**config.mk**
```make
export PLATFORM = sky130hd
export DESIGN_NAME = tt_bist_harness_flat
export DESIGN_NICKNAME = d
export VERILOG_FILES = /design/src/rtl/tt_bist_harness_if.sv /design/src/rtl/tt_bist_harness.sv /design/src/flat_wrapper.sv
export SDC_FILE = /design/constraint.sdc
export NUM_CORES = 1
export LEC_CHECK = 0
export ABC_CLOCK_PERIOD_IN_PS = 3600
export BUFFER_PORTS_ARGS = -buffer_cell sky130_fd_sc_hd__buf_2
export CAP_MARGIN = 20
export CORE_MARGIN = 3
export CORE_UTILIZATION = 50
export DETAILED_ROUTE_END_ITERATION = 10
export PLACE_DENSITY = 0.84
export SYNTH_ARGS = -nofsm -noshare
export SYNTH_HDL_FRONTEND = slang
export SYNTH_SLANG_ARGS = --single-unit
```
**constraint.sdc**
```tcl
create_clock -name clk -period 3.6 [get_ports clk]
set_input_delay 0.72 -clock clk [delete_from_list [all_inputs] [get_ports clk]]
set_output_delay 0.72 -clock clk [all_outputs]
set_load 0.005 [all_outputs]
```
**src/rtl/tt_bist_harness_if.sv**
```systemverilog
// ----------------------------------------------------------------------------
// tt_bist_harness_if
// Groups the BIST harness control, stimulus and result signals.
//   master : drives start/mode/seed/golden/resp_in, observes the results
//            (the controller or testbench side).
//   slave  : the harness itself.
// Signals:
//   start      - one-cycle run request
//   mode       - stimulus mode (00 LFSR, 01 counter, 10 walking-one, 11 constant)
//   seed       - LFSR seed, or the constant vector in mode 11
//   golden     - expected final signature
//   resp_in    - response from the device under test
//   stim_out   - stimulus vector to the device under test
//   stim_valid - stim_out carries a counted vector this cycle
//   busy       - run in progress
//   done       - run complete, result valid
//   pass       - signature matched golden (valid while done=1)
//   signature  - current MISR contents
// ----------------------------------------------------------------------------
interface tt_bist_harness_if #(
    parameter int WIDTH = 8,
    parameter int SIG_W = 16
);
    logic             start;
    logic [1:0]       mode;
    logic [WIDTH-1:0] seed;
    logic [SIG_W-1:0] golden;
    logic [WIDTH-1:0] resp_in;
    logic [WIDTH-1:0] stim_out;
    logic             stim_valid;
    logic             busy;
    logic             done;
    logic             pass;
    logic [SIG_W-1:0] signature;

    modport master (
        output start, mode, seed, golden, resp_in,
        input  stim_out, stim_valid, busy, done, pass, signature
    );

    modport slave (
        input  start, mode, seed, golden, resp_in,
        output stim_out, stim_valid, busy, done, pass, signature
    );
endinterface

```
**src/rtl/tt_bist_harness.sv**
```systemverilog
// ----------------------------------------------------------------------------
// tt_bist_harness
// Built-in self-test harness: generates PATTERNS stimulus vectors (LFSR,
// counter, walking-one or constant), compresses the device responses that
// arrive LATENCY cycles later into a MISR signature and compares the final
// signature with a golden value.
// Ports:
//   clk - single clock, rising edge
//   rst - asynchronous active-high reset
//   bus - tt_bist_harness_if.slave (start/mode/seed/golden/resp_in in,
//         stim_out/stim_valid/busy/done/pass/signature out)
// ----------------------------------------------------------------------------
module tt_bist_harness #(
    parameter int               WIDTH     = 8,
    parameter int               SIG_W     = 16,
    parameter int               PATTERNS  = 256,
    parameter int               LATENCY   = 1,
    parameter logic [WIDTH-1:0] LFSR_POLY = WIDTH'(8'hB8),
    parameter logic [SIG_W-1:0] MISR_POLY = SIG_W'(16'h1021)
) (
    input  logic              clk,
    input  logic              rst,
    tt_bist_harness_if.slave  bus
);

    typedef enum logic [1:0] {
        IDLE  = 2'd0,
        RUN   = 2'd1,
        DRAIN = 2'd2,
        DONE  = 2'd3
    } state_t;

    localparam logic [15:0] LAST_CNT   = 16'(PATTERNS - 1);
    localparam logic [2:0]  LAST_DRAIN = (LATENCY > 0) ? 3'(LATENCY - 1) : 3'd0;

    state_t           state_q, state_d;
    logic [1:0]       mode_q, mode_d;
    logic [WIDTH-1:0] vec_q, vec_d;
    logic [15:0]      cnt_q, cnt_d;
    logic [2:0]       drain_q, drain_d;
    logic [SIG_W-1:0] sig_q, sig_d;
    logic             pass_q, pass_d;
    logic             in_run;
    logic             capture;
    logic [SIG_W-1:0] misr_next;

    // First vector of a run, computed from the inputs seen alongside start.
    // The latched seed lives on in vec_q (constant mode simply never advances it).
    function automatic logic [WIDTH-1:0] first_vec(input logic [1:0] md,
                                                   input logic [WIDTH-1:0] sd);
        case (md)
            2'b00:   first_vec = (sd == '0) ? WIDTH'(1) : sd;  // avoid LFSR lock-up
            2'b01:   first_vec = '0;
            2'b10:   first_vec = WIDTH'(1);
            default: first_vec = sd;
        endcase
    endfunction

    function automatic logic [WIDTH-1:0] next_vec(input logic [1:0] md,
                                                  input logic [WIDTH-1:0] v);
        case (md)
            2'b00:   next_vec = v[0] ? ((v >> 1) ^ LFSR_POLY) : (v >> 1);
            2'b01:   next_vec = v + WIDTH'(1);
            2'b10:   next_vec = {v[WIDTH-2:0], v[WIDTH-1]};  // rotate wraps to bit 0
            default: next_vec = v;
        endcase
    endfunction

    assign in_run         = (state_q == RUN);
    assign bus.stim_out   = in_run ? vec_q : '0;
    assign bus.stim_valid = in_run;
    assign bus.busy       = (state_q == RUN) || (state_q == DRAIN);
    assign bus.done       = (state_q == DONE);
    assign bus.pass       = pass_q;
    assign bus.signature  = sig_q;

    // Capture qualifier: stim_valid delayed by the response latency so that
    // exactly one capture lines up with each emitted vector.
    generate
        if (LATENCY == 0) begin : g_direct
            assign capture = in_run;
        end else begin : g_pipe
            logic [LATENCY-1:0] vpipe_q;
            always_ff @(posedge clk or posedge rst) begin
                if (rst) begin
                    vpipe_q <= '0;
                end else begin
                    vpipe_q <= LATENCY'({vpipe_q, in_run});
                end
            end
            assign capture = vpipe_q[LATENCY-1];
        end
    endgenerate

    assign misr_next = {sig_q[SIG_W-2:0], 1'b0}
                     ^ (sig_q[SIG_W-1] ? MISR_POLY : '0)
                     ^ SIG_W'(bus.resp_in);

    always_comb begin
        state_d = state_q;
        mode_d  = mode_q;
        vec_d   = vec_q;
        cnt_d   = cnt_q;
        drain_d = drain_q;
        pass_d  = pass_q;
        sig_d   = capture ? misr_next : sig_q;

        case (state_q)
            IDLE, DONE: begin
                if (bus.start) begin
                    state_d = RUN;
                    mode_d  = bus.mode;
                    vec_d   = first_vec(bus.mode, bus.seed);
                    cnt_d   = '0;
                    sig_d   = '0;
                    pass_d  = 1'b0;
                end
            end
            RUN: begin
                vec_d = next_vec(mode_q, vec_q);
                cnt_d = cnt_q + 16'd1;
                if (cnt_q == LAST_CNT) begin
                    if (LATENCY > 0) begin
                        state_d = DRAIN;
                        drain_d = '0;
                    end else begin
                        // sig_d already holds the final capture of this edge
                        state_d = DONE;
                        pass_d  = (sig_d == bus.golden);
                    end
                end
            end
            DRAIN: begin
                drain_d = drain_q + 3'd1;
                if (drain_q == LAST_DRAIN) begin
                    state_d = DONE;
                    pass_d  = (sig_d == bus.golden);
                end
            end
            default: state_d = IDLE;
        endcase
    end

    always_ff @(posedge clk or posedge rst) begin
        if (rst) begin
            state_q <= IDLE;
            mode_q  <= '0;
            vec_q   <= '0;
            cnt_q   <= '0;
            drain_q <= '0;
            sig_q   <= '0;
            pass_q  <= 1'b0;
        end else begin
            state_q <= state_d;
            mode_q  <= mode_d;
            vec_q   <= vec_d;
            cnt_q   <= cnt_d;
            drain_q <= drain_d;
            sig_q   <= sig_d;
            pass_q  <= pass_d;
        end
    end

endmodule

```
**src/flat_wrapper.sv**
```systemverilog
// flat-port wrapper written by rule: the top's interface ports become plain ports
module tt_bist_harness_flat 
#(
    parameter int               WIDTH     = 8,
    parameter int               SIG_W     = 16,
    parameter int               PATTERNS  = 256,
    parameter int               LATENCY   = 1,
    parameter logic [WIDTH-1:0] LFSR_POLY = WIDTH'(8'hB8),
    parameter logic [SIG_W-1:0] MISR_POLY = SIG_W'(16'h1021)
)
  (clk, rst, bus_start, bus_mode, bus_seed, bus_golden, bus_resp_in, bus_stim_out, bus_stim_valid, bus_busy, bus_done, bus_pass, bus_signature);
  tt_bist_harness_if #(.WIDTH(WIDTH), .SIG_W(SIG_W)) bus_i ();
  input  logic clk;
  input  logic rst;
  input wire logic [$bits(bus_i.start)-1:0] bus_start;
  input wire logic [$bits(bus_i.mode)-1:0] bus_mode;
  input wire logic [$bits(bus_i.seed)-1:0] bus_seed;
  input wire logic [$bits(bus_i.golden)-1:0] bus_golden;
  input wire logic [$bits(bus_i.resp_in)-1:0] bus_resp_in;
  output wire logic [$bits(bus_i.stim_out)-1:0] bus_stim_out;
  output wire logic [$bits(bus_i.stim_valid)-1:0] bus_stim_valid;
  output wire logic [$bits(bus_i.busy)-1:0] bus_busy;
  output wire logic [$bits(bus_i.done)-1:0] bus_done;
  output wire logic [$bits(bus_i.pass)-1:0] bus_pass;
  output wire logic [$bits(bus_i.signature)-1:0] bus_signature;
  assign bus_i.start = bus_start;
  assign bus_i.mode = bus_mode;
  assign bus_i.seed = bus_seed;
  assign bus_i.golden = bus_golden;
  assign bus_i.resp_in = bus_resp_in;
  assign bus_stim_out = bus_i.stim_out;
  assign bus_stim_valid = bus_i.stim_valid;
  assign bus_busy = bus_i.busy;
  assign bus_done = bus_i.done;
  assign bus_pass = bus_i.pass;
  assign bus_signature = bus_i.signature;
  tt_bist_harness #(.WIDTH(WIDTH), .SIG_W(SIG_W), .PATTERNS(PATTERNS), .LATENCY(LATENCY), .LFSR_POLY(LFSR_POLY), .MISR_POLY(MISR_POLY)) u_core (.clk(clk), .rst(rst), .bus(bus_i));
endmodule
```
==> results of run 1 <==
[logic make-up (layout without fill, tap and decap cells)]
family | count (synthesis) | in the layout | share of synthesized area
AO/OA/AOI/OAI | 77 | 77 | 0.169
XOR/XNOR | 51 | 51 | 0.137
adder cells (fa/ha/maj) | 10 | 10 | 0.0384
buffers and inverters | 37 | 90 | 0.0457
flip-flops | 49 | 49 | 0.376
multiplexers | 12 | 12 | 0.0376
AND/OR/NAND/NOR | 131 | 131 | 0.195
[critical path: cells and delay by family, from the launching register on]
kind / cells / cell delay, ns
fa+ha+maj: 1 / 0.79
buf+inv: 2 / 0.19
flops: 1 / 0.41
simple gates: 1 / 0.24
[how the worst max path moves through the flow]
stage | slack [ns] | end | from | cells past startpoint
floorplan | 1.60 | bus_stim_out[0] | u_core.state_q[1] | 5
global placement | 1.35 | bus_stim_out[3] | u_core.state_q[1] | 4
detailed placement | 1.27 | bus_stim_out[5] | u_core.state_q[1] | 4
CTS | 0.94 | bus_stim_out[5] | u_core.state_q[1] | 4
global route | 0.79 | bus_stim_out[4] | u_core.state_q[1] | 4
finish | 0.95 | bus_stim_out[5] | u_core.state_q[1] | 4
[placed cells by master, fill, tap and decap left out, drive strengths merged, types with 3 or more instances in the layout]
cell,n
inv,16
xnor2,27
nand4,8
nor4,5
a211oi,10
clkbuf,8
nor2,42
xor2,24
nand3,9
nand2,30
a31oi,7
nand2b,4
nor2b,4
nor3,5
a21o,3
and3,4
mux2i,10
o211ai,5
ha,10
a221o,4
a22o,4
dfrtp,49
a21oi,12
and2,13
o21ai,15
buf,66
[flip-flops by register name, summed over array words and instances, names as in the netlist]
register              cells
u_core.bus.pass           1
u_core.bus.signature     16
u_core.capture            1
u_core.cnt_q             16
u_core.drain_q            3
u_core.mode_q             2
u_core.state_q            2
u_core.vec_q              8
[cell type report]
cell class                      count  area [um^2]
Fill cell                         552         2410
Multi-Input combinational cell    281         1880
Tap cell                           75         93.8
Timing Repair Buffer               66          348
Clock buffer                        8         80.1
Sequential cell                    49         1230
Inverter                           16         60.1
[metrics by stage]
| stage | hold slack [ns] | power [uW] | cells |
|---|---|---|---|
| floorplan | 0.444 | 2200 | 367 |
| global placement | 0.467 | 2560 | 486 |
| detailed placement | 0.475 | 2620 | 486 |
| CTS | 0.490 | 2940 | 494 |
| global route | 0.302 | 3200 | 495 |
| finish | 0.307 | 2940 | 495 |
[metal layers]
metal | up-vias | part of all wire | GRT usage
li1 | 1389 | - | -
met1 | 1383 | 0.45 | 0.289
met2 | 74 | 0.49 | 0.343
met3 | 10 | 0.045 | 0.0276
met4 | 0 | 0.014 | 0.0666
met5 | - | 0 | 0
[where the power goes]
group | total (uW) | internal (uW) | switching [uW]
logic | 1590 | 719 | 875
clock network | 312 | 139 | 173
registers | 1030 | 729 | 305
total | 2940 | 1590 | 1350
==> results_dict.tcl, run 1 <==
set metrics [dict create \
    cts.sinks 49 \
    hold_path.class "input pin to async pin" \
    required_ns 2.88 \
    r2r_slack_ns 1.33 \
    rsz0062_at_grt "no" \
    r2r-start "u_core.state_q[0]" \
    clk_latency_ns 0.30 \
    dr.pass1.iters 4 \
    dieArea_um2 7520 \
    ir_worst_vdd_uv 609 \
    cts_root_buf "clkbuf_8" \
    max_stage_delay_ns 0.79 \
    overflow 0 \
    drc 0 \
    start_util 0.534 \
    antenna_found_initial 0 \
    num_vias 2856 \
    start_kind "flip-flop" \
    yosysSeqAreaShare 0.376 \
    wl_per_cell_um 15.1 \
    power.leakage_uw 0.00172 \
    place_hpwl_um 5430 \
    clk_pin_slew_ns 0.08 \
    grt_pass1_wl_um 12900 \
    io_buffers 64 \
    r2r-end "u_core.vec_q[6]" \
    stdcell_area_um2 3690 \
    coreArea_um2 6100 \
    htreeDepth 2 \
    worst_pin_slew_ns 0.967 \
    synth_ff_type "dfrtp_1" \
    numCtsBuffers 5 \
    finalSetupViolCount 0 \
    rows 28 \
    syn_area_per_cell_um2 8.87 \
    fin_crit_ns 2.65 \
    synth_top_area_share 0.376 \
    drt_wl_total_um 7460 \
    worstPathMaxFanout 32 \
    post_cts_resized 0 \
    synth_most_common_cell "dfrtp_1" \
    ys_async_sr_fraction 1.00 \
    die_x_um 86.7 \
    drv_slew 0 \
    grt_max_degree 50 \
    tns_ns 0 \
    postCtsSetupRepairBufs 0 \
    worst_clock_skew_ns 0.0151 \
    outcome "complete, no violations" \
    synth_edf_count 0 \
    synth_cells 367 \
    cts_tree "done" \
    pre_cts_ws_ns 1.27 \
    via_per_inst 5.77 \
    power_density_nw_per_um2 797 \
    syn_nets 414 \
    hold_violations 0 \
    grt_pass1_vias 2796 \
    min_period_over_period 0.737 \
    grt_use_total 0.210 \
    place.gp.congestion 0.849 \
    nets 466 \
    utilization 0.605 \
    synth_area_leaders "dfrtp_1 38%, xnor2_1 7.3%, xor2_1 6.5%" \
    rr_worst_depth 7 \
    yosys.cell_types.count 51 \
    fmax_mhz 377 \
    cts_buffer_depth 2 \
    path_class "flip-flop to output pin" \
    fp.dieH_um 86.7 \
    ys_top_cells_by_count "49 x dfrtp_1, 41 x nor2_1, 30 x nand2_1, 27 x xnor2_1, 24 x xor2_1" \
    cp-end-kind "output pin" \
    ant_nets 0 \
    maxSlewHeadroom 0.356 \
    ys_ff_latch 49 \
    cts_hold_buffers 0 \
    worst_slack_ns 0.947 \
    yosys.area.top_type "dfrtp_1" \
    synth_area_um2 3260 \
    io_pins 65 \
    antennaDiodeCount 0 \
    crit_slowest_cell "ha_1" \
    crit_arrival_ns 1.93 \
    cp_cell_sequence "inv_1 > ha_1 > and2_1 > buf_2" \
    drt_iter0_markers 202 \
    place_area_um2 3590 \
    syn2layout_area_growth_pct 13.3 \
    ys_warn_count 0 \
    drv_cap 0 \
    drive_gt1_frac 0.193 \
]
No activity file was read; power rests on OpenSTA's default activity.
==> inputs of run 2 (changes only) <==
--- a/config.mk
+++ b/config.mk
@@ -5,13 +5,14 @@
 export SDC_FILE = /design/constraint.sdc
 export NUM_CORES = 1
 export LEC_CHECK = 0
-export ABC_CLOCK_PERIOD_IN_PS = 3600
+export ABC_AREA = 1
+export ABC_CLOCK_PERIOD_IN_PS = 2260
 export BUFFER_PORTS_ARGS = -buffer_cell sky130_fd_sc_hd__buf_2
 export CAP_MARGIN = 20
 export CORE_MARGIN = 3
 export CORE_UTILIZATION = 50
 export DETAILED_ROUTE_END_ITERATION = 10
-export PLACE_DENSITY = 0.84
+export PLACE_DENSITY = 0.86
 export SYNTH_ARGS = -nofsm -noshare
 export SYNTH_HDL_FRONTEND = slang
 export SYNTH_SLANG_ARGS = --single-unit
==> constraint.sdc (replaced) <==
create_clock -name clk -period 2.26 [get_ports clk]
set_input_delay 0.452 -clock clk [delete_from_list [all_inputs] [get_ports clk]]
set_output_delay 0.452 -clock clk [all_outputs]
set_load 0.005 [all_outputs]
==> results_dict.tcl, run 2 <==
set metrics [dict create \
    place_inst 639 \
    crit_arrival_ns 1.60 \
    rows 29 \
    ys_top_cells_by_count "158 x nand2_1, 75 x inv_1, 49 x dfrtp_1, 47 x nor2_1, 32 x a21oi_1" \
    io_buffers 64 \
    start_util 0.524 \
    maxSlewHeadroom 0.663 \
    rr_worst_depth 9 \
    cts.sinks 49 \
    yosysSeqAreaShare 0.364 \
    layout_common_cells "158 x nand2_1, 74 x inv_1, 64 x buf_2" \
    cts_tree "done" \
    drt_iter0_markers 255 \
    htreeDepth 2 \
    pre_cts_ws_ns 0.322 \
    power.total_uw 4980 \
    num_vias 3438 \
    synth_top_area_share 0.364 \
    layout_commonest_cell "nand2_1" \
    coreArea_um2 6420 \
    synth_area_um2 3370 \
    drv_cap 0 \
    required_ns 1.81 \
    power_density_nw_per_um2 1290 \
    yosys.area.top_type "dfrtp_1" \
    clk_latency_ns 0.30 \
    ys_ff_latch 49 \
    drv_slew 0 \
    start_kind "flip-flop" \
    clk_pin_slew_ns 0.09 \
    hold_violations 0 \
    power.leakage_uw 0.00212 \
    crit_top_cell "inv_1" \
    utilization 0.602 \
    syn2layout_area_growth_pct 14.8 \
    syn_nets 551 \
    finalSetupViolCount 0 \
    syn_area_per_cell_um2 6.68 \
    io_pins 65 \
    drc 0 \
    ys_async_sr_fraction 1.00 \
    place_hpwl_um 6190 \
    r2r_slack_ns 0.35 \
    synth_cells 504 \
    yosys.cell_types.count 34 \
    cpLargestDelayFamily "buffers and inverters" \
    finalNonFillerCells 647 \
    drt_wl_total_um 7970 \
    antennaDiodeCount 0 \
    ir_worst_vdd_uv 831 \
    path_buf_inv 4 \
    fin_crit_ns 2.05 \
    nets 616 \
    cts_buffer_depth 2 \
    ant_nets 0 \
    tns_ns 0 \
    wl_per_cell_um 12.3 \
    outcome "complete, no violations" \
    antenna_found_initial 0 \
    synth_edf_count 0 \
    fp.dieH_um 88.1 \
    synth_ff_type "dfrtp_1" \
    cts_hold_buffers 0 \
    die_x_um 88.1 \
    ys_warn_count 0 \
    rsz0062_at_grt "no" \
    numCtsBuffers 5 \
    dieArea_um2 7750 \
    overflow 0 \
    place.gp.congestion 0.882 \
    max_stage_delay_ns 0.42 \
    synth_area_leaders "dfrtp_1 36%, nand2_1 18%, inv_1 8.4%" \
    synth_most_common_cell "nand2_1" \
    r2r-start "u_core.state_q[0]" \
    cts_root_buf "clkbuf_8" \
    path_class "flip-flop to output pin" \
    via_per_inst 5.31 \
    crit_slowest_cell "dfrtp_1" \
    post_cts_resized 0 \
    grt_max_degree 50 \
    grt_use_total 0.214 \
    drive_gt1_frac 0.163 \
    worst_clock_skew_ns 0.00888 \
    worst_slack_ns 0.207 \
    hold_path.class "input pin to async pin" \
    min_period_over_period 0.908 \
    worstPathMaxFanout 15 \
    postCtsSetupRepairBufs 0 \
    cp-end-kind "output pin" \
    dr.pass1.iters 5 \
    grt_pass1_wl_um 13500 \
    r2r-end "u_core.vec_q[0]" \
    fmax_mhz 487 \
    cp_cell_sequence "inv_1 > ha_2 > buf_4 > nand2_1 > inv_1 > buf_2" \
    grt_pass1_vias 3136 \
    worst_pin_slew_ns 0.502 \
]
run 2: worst max-delay path by stage:
stage,slack [ns],start,end,depth (start not counted)
floorplan,0.56,u_core.state_q[1],bus_stim_out[0],6
global placement,0.43,u_core.state_q[1],bus_stim_out[0],6
detailed placement,0.32,u_core.state_q[1],u_core.cnt_q[7],6
CTS,0.03,u_core.state_q[1],bus_stim_out[0],6
global route,0.13,u_core.state_q[1],bus_stim_out[0],6
finish,0.21,u_core.state_q[1],bus_stim_out[0],6
run 2: worst reg2reg max path: cells and delay by family (launching register included):
| kind | cells | cell delay, ns |
|---|---|---|
| simple gates | 4 | 0.71 |
| flops | 1 | 0.42 |
| fa+ha+maj | 1 | 0.32 |
| buf+inv | 3 | 0.28 |
| compound gates | 1 | 0.06 |
run 2: layout make-up:
type / count / area (um^2)
clock buffer: 7 / 96.3
clock inverter: 1 / 5.00
sequential: 49 / 1230
inverter: 79 / 297
timing repair buffer: 69 / 370
multi-input combinational: 365 / 1780
tap: 77 / 96.3
fill: 588 / 2560
run 2: kinds of logic after synthesis:
| group | count (synthesis) | share of synthesized area |
|---|---|---|
| simple gates | 268 | 0.342 |
| flops | 49 | 0.364 |
| compound gates | 85 | 0.142 |
| buf+inv | 90 | 0.109 |
| xor+xnor | 2 | 0.00520 |
| fa+ha+maj | 10 | 0.0372 |
run 2: routing by layer:
| metal | wire length, um | up-vias | GRT usage |
|---|---|---|---|
| met3 | 424 | 9 | 0.0254 |
| met2 | 3990 | 115 | 0.382 |
| met5 | 0 | - | 0 |
| li1 | - | 1746 | - |
| met4 | 71 | 0 | 0.0440 |
| met1 | 3490 | 1568 | 0.280 |
run 2: report_power, final:
group | switching [uW] | internal, uW | leakage [uW]
clock | 288 | 277 | 0.0000542
combinational | 1830 | 1080 | 0.00143
sequential | 328 | 1180 | 0.000634
total | 2440 | 2540 | 0.00212
run 2: per-stage QoR:
step | cell area (um^2) | hold WS, ns
final | 3870 | 0.181
after global routing | 3870 | 0.201
after CTS | 3860 | 0.188
after detailed placement | 3760 | 0.493
after global placement | 3760 | 0.462
after floorplan | 3370 | 0.456
==> inputs of run 3 (changes only) <==
--- a/config.mk
+++ b/config.mk
@@ -12,7 +12,7 @@
 export CORE_MARGIN = 3
 export CORE_UTILIZATION = 50
 export DETAILED_ROUTE_END_ITERATION = 10
-export PLACE_DENSITY = 0.86
+export PLACE_DENSITY_LB_ADDON = 0.1
 export SYNTH_ARGS = -nofsm -noshare
 export SYNTH_HDL_FRONTEND = slang
 export SYNTH_SLANG_ARGS = --single-unit
==> results_dict.tcl, run 3 (synthesis gave the netlist of run 2 again) <==
set metrics [dict create \
    outcome "complete, no violations" \
    path_class "flip-flop to flip-flop" \
    fp.dieH_um 88.1 \
    numCtsBuffers 5 \
    worstPathMaxFanout 13 \
    die_x_um 88.1 \
    power_density_nw_per_um2 1290 \
    worst_clock_skew_ns 0.00398 \
    worst_pin_slew_ns 0.722 \
    via_per_inst 5.25 \
    cts_buffer_depth 2 \
    power.leakage_uw 0.00213 \
    holdWs_ns 0.254 \
    fmax_mhz 536 \
    finalSetupViolCount 0 \
    cts.sinks 49 \
    r2r-end "u_core.vec_q[4]" \
    rr_worst_depth 8 \
    required_ns 2.43 \
    start_util 0.524 \
    drive_gt1_frac 0.166 \
    finalNonFillerCells 650 \
    grt_use_met1 0.287 \
    clk_latency_ns 0.30 \
    place_area_um2 3770 \
    r2r_slack_ns 0.39 \
    use_met3 0.0282 \
    grt_use_total 0.219 \
    drt_iter0_markers 131 \
    grt_max_degree 35 \
    coreArea_um2 6420 \
    rsz0062_at_grt "no" \
    ir_worst_vdd_uv 639 \
    nets 619 \
    io_buffers 64 \
    clk_pin_slew_ns 0.09 \
    grt_pass1_wl_um 13700 \
    layout_commonest_cell "nand2_1" \
    place.gp.congestion 0.870 \
    r2r-start "u_core.state_q[0]" \
    start_kind "flip-flop" \
    maxSlewHeadroom 0.518 \
    drv_cap 0 \
    place_hpwl_um 6120 \
    grt_pass1_vias 3112 \
    num_vias 3413 \
    ant_nets 0 \
    wl_per_cell_um 12.3 \
    antenna_found_initial 0 \
    cts_hold_buffers 0 \
    cts_root_buf "clkbuf_8" \
    io_pins 65 \
    min_period_over_period 0.826 \
    crit_arrival_ns 2.03 \
    antennaDiodeCount 0 \
    overflow 0 \
    post_cts_resized 0 \
    drc 0 \
    dieArea_um2 7750 \
    cp-end-kind "flip-flop" \
    stdcell_area_um2 3870 \
    tns_ns 0 \
    htreeDepth 2 \
    drv_slew 0 \
    fin_crit_ns 1.87 \
    dr.pass1.iters 4 \
    cts_tree "done" \
    hold_violations 0 \
    drt_wl_total_um 7980 \
    top_usage_layer "met2" \
    postCtsSetupRepairBufs 0 \
    syn2layout_area_growth_pct 14.9 \
    layout_common_cells "158 x nand2_1, 74 x inv_1, 64 x buf_2" \
    place_inst 642 \
    hold_path.class "input pin to async pin" \
    met2_usage 0.385 \
    rows 29 \
]
==> run 3: critical path, cell delays in order (launching register included) <==
cell,delay [ns]
dfrtp_1,0.40
inv_1,0.06
ha_1,0.32
inv_2,0.09
nor2_4,0.05
nor2_8,0.16
nand2_1,0.28
a31oi_1,0.26
a22oi_1,0.10
==> run 3: final cells by class <==
cell class,count,area [um^2]
fillers,644,2550
multi-input cells,365,1770
flip-flops and latches,49,1230
repair buffers,72,380
inverters,79,297
well taps,77,96.3
clock buffers,6,82.6
clock inverters,2,13.8
==> run 3: power by group <==
group          internal (uW)  total [uW]  switching, uW
Combinational           1100        2940           1840
Sequential              1180        1500            321
Clock                    249         558            310
==> run 3: worst max-delay path by stage <==
stage               cells after the start  slack, ns              start               end
global placement                       11       0.48  u_core.state_q[0]  u_core.cnt_q[12]
CTS                                     8       0.36  u_core.state_q[0]   u_core.vec_q[4]
finish                                  8       0.39  u_core.state_q[0]   u_core.vec_q[4]
detailed placement                      8       0.40  u_core.state_q[0]   u_core.vec_q[4]
global route                           11       0.14  u_core.state_q[0]  u_core.cnt_q[12]
floorplan                               6       0.56  u_core.state_q[1]   bus_stim_out[0]
==> run 3: stage by stage <==
stage / setup slack, ns / power, uW / util
after floorplan: 0.559 / 3620 / -
after global placement: 0.485 / 4390 / 0.587
after detailed placement: 0.398 / 4460 / 0.587
after CTS: 0.362 / 5040 / 0.602
after global routing: 0.139 / 5570 / 0.602
final: 0.394 / 5000 / 0.602
==> run 3: metal layers <==
metal	up-vias	share of wire
met2	79	0.47
li1	1755	-
met3	9	0.050
met4	0	0.013
met1	1570	0.46
met5	-	0
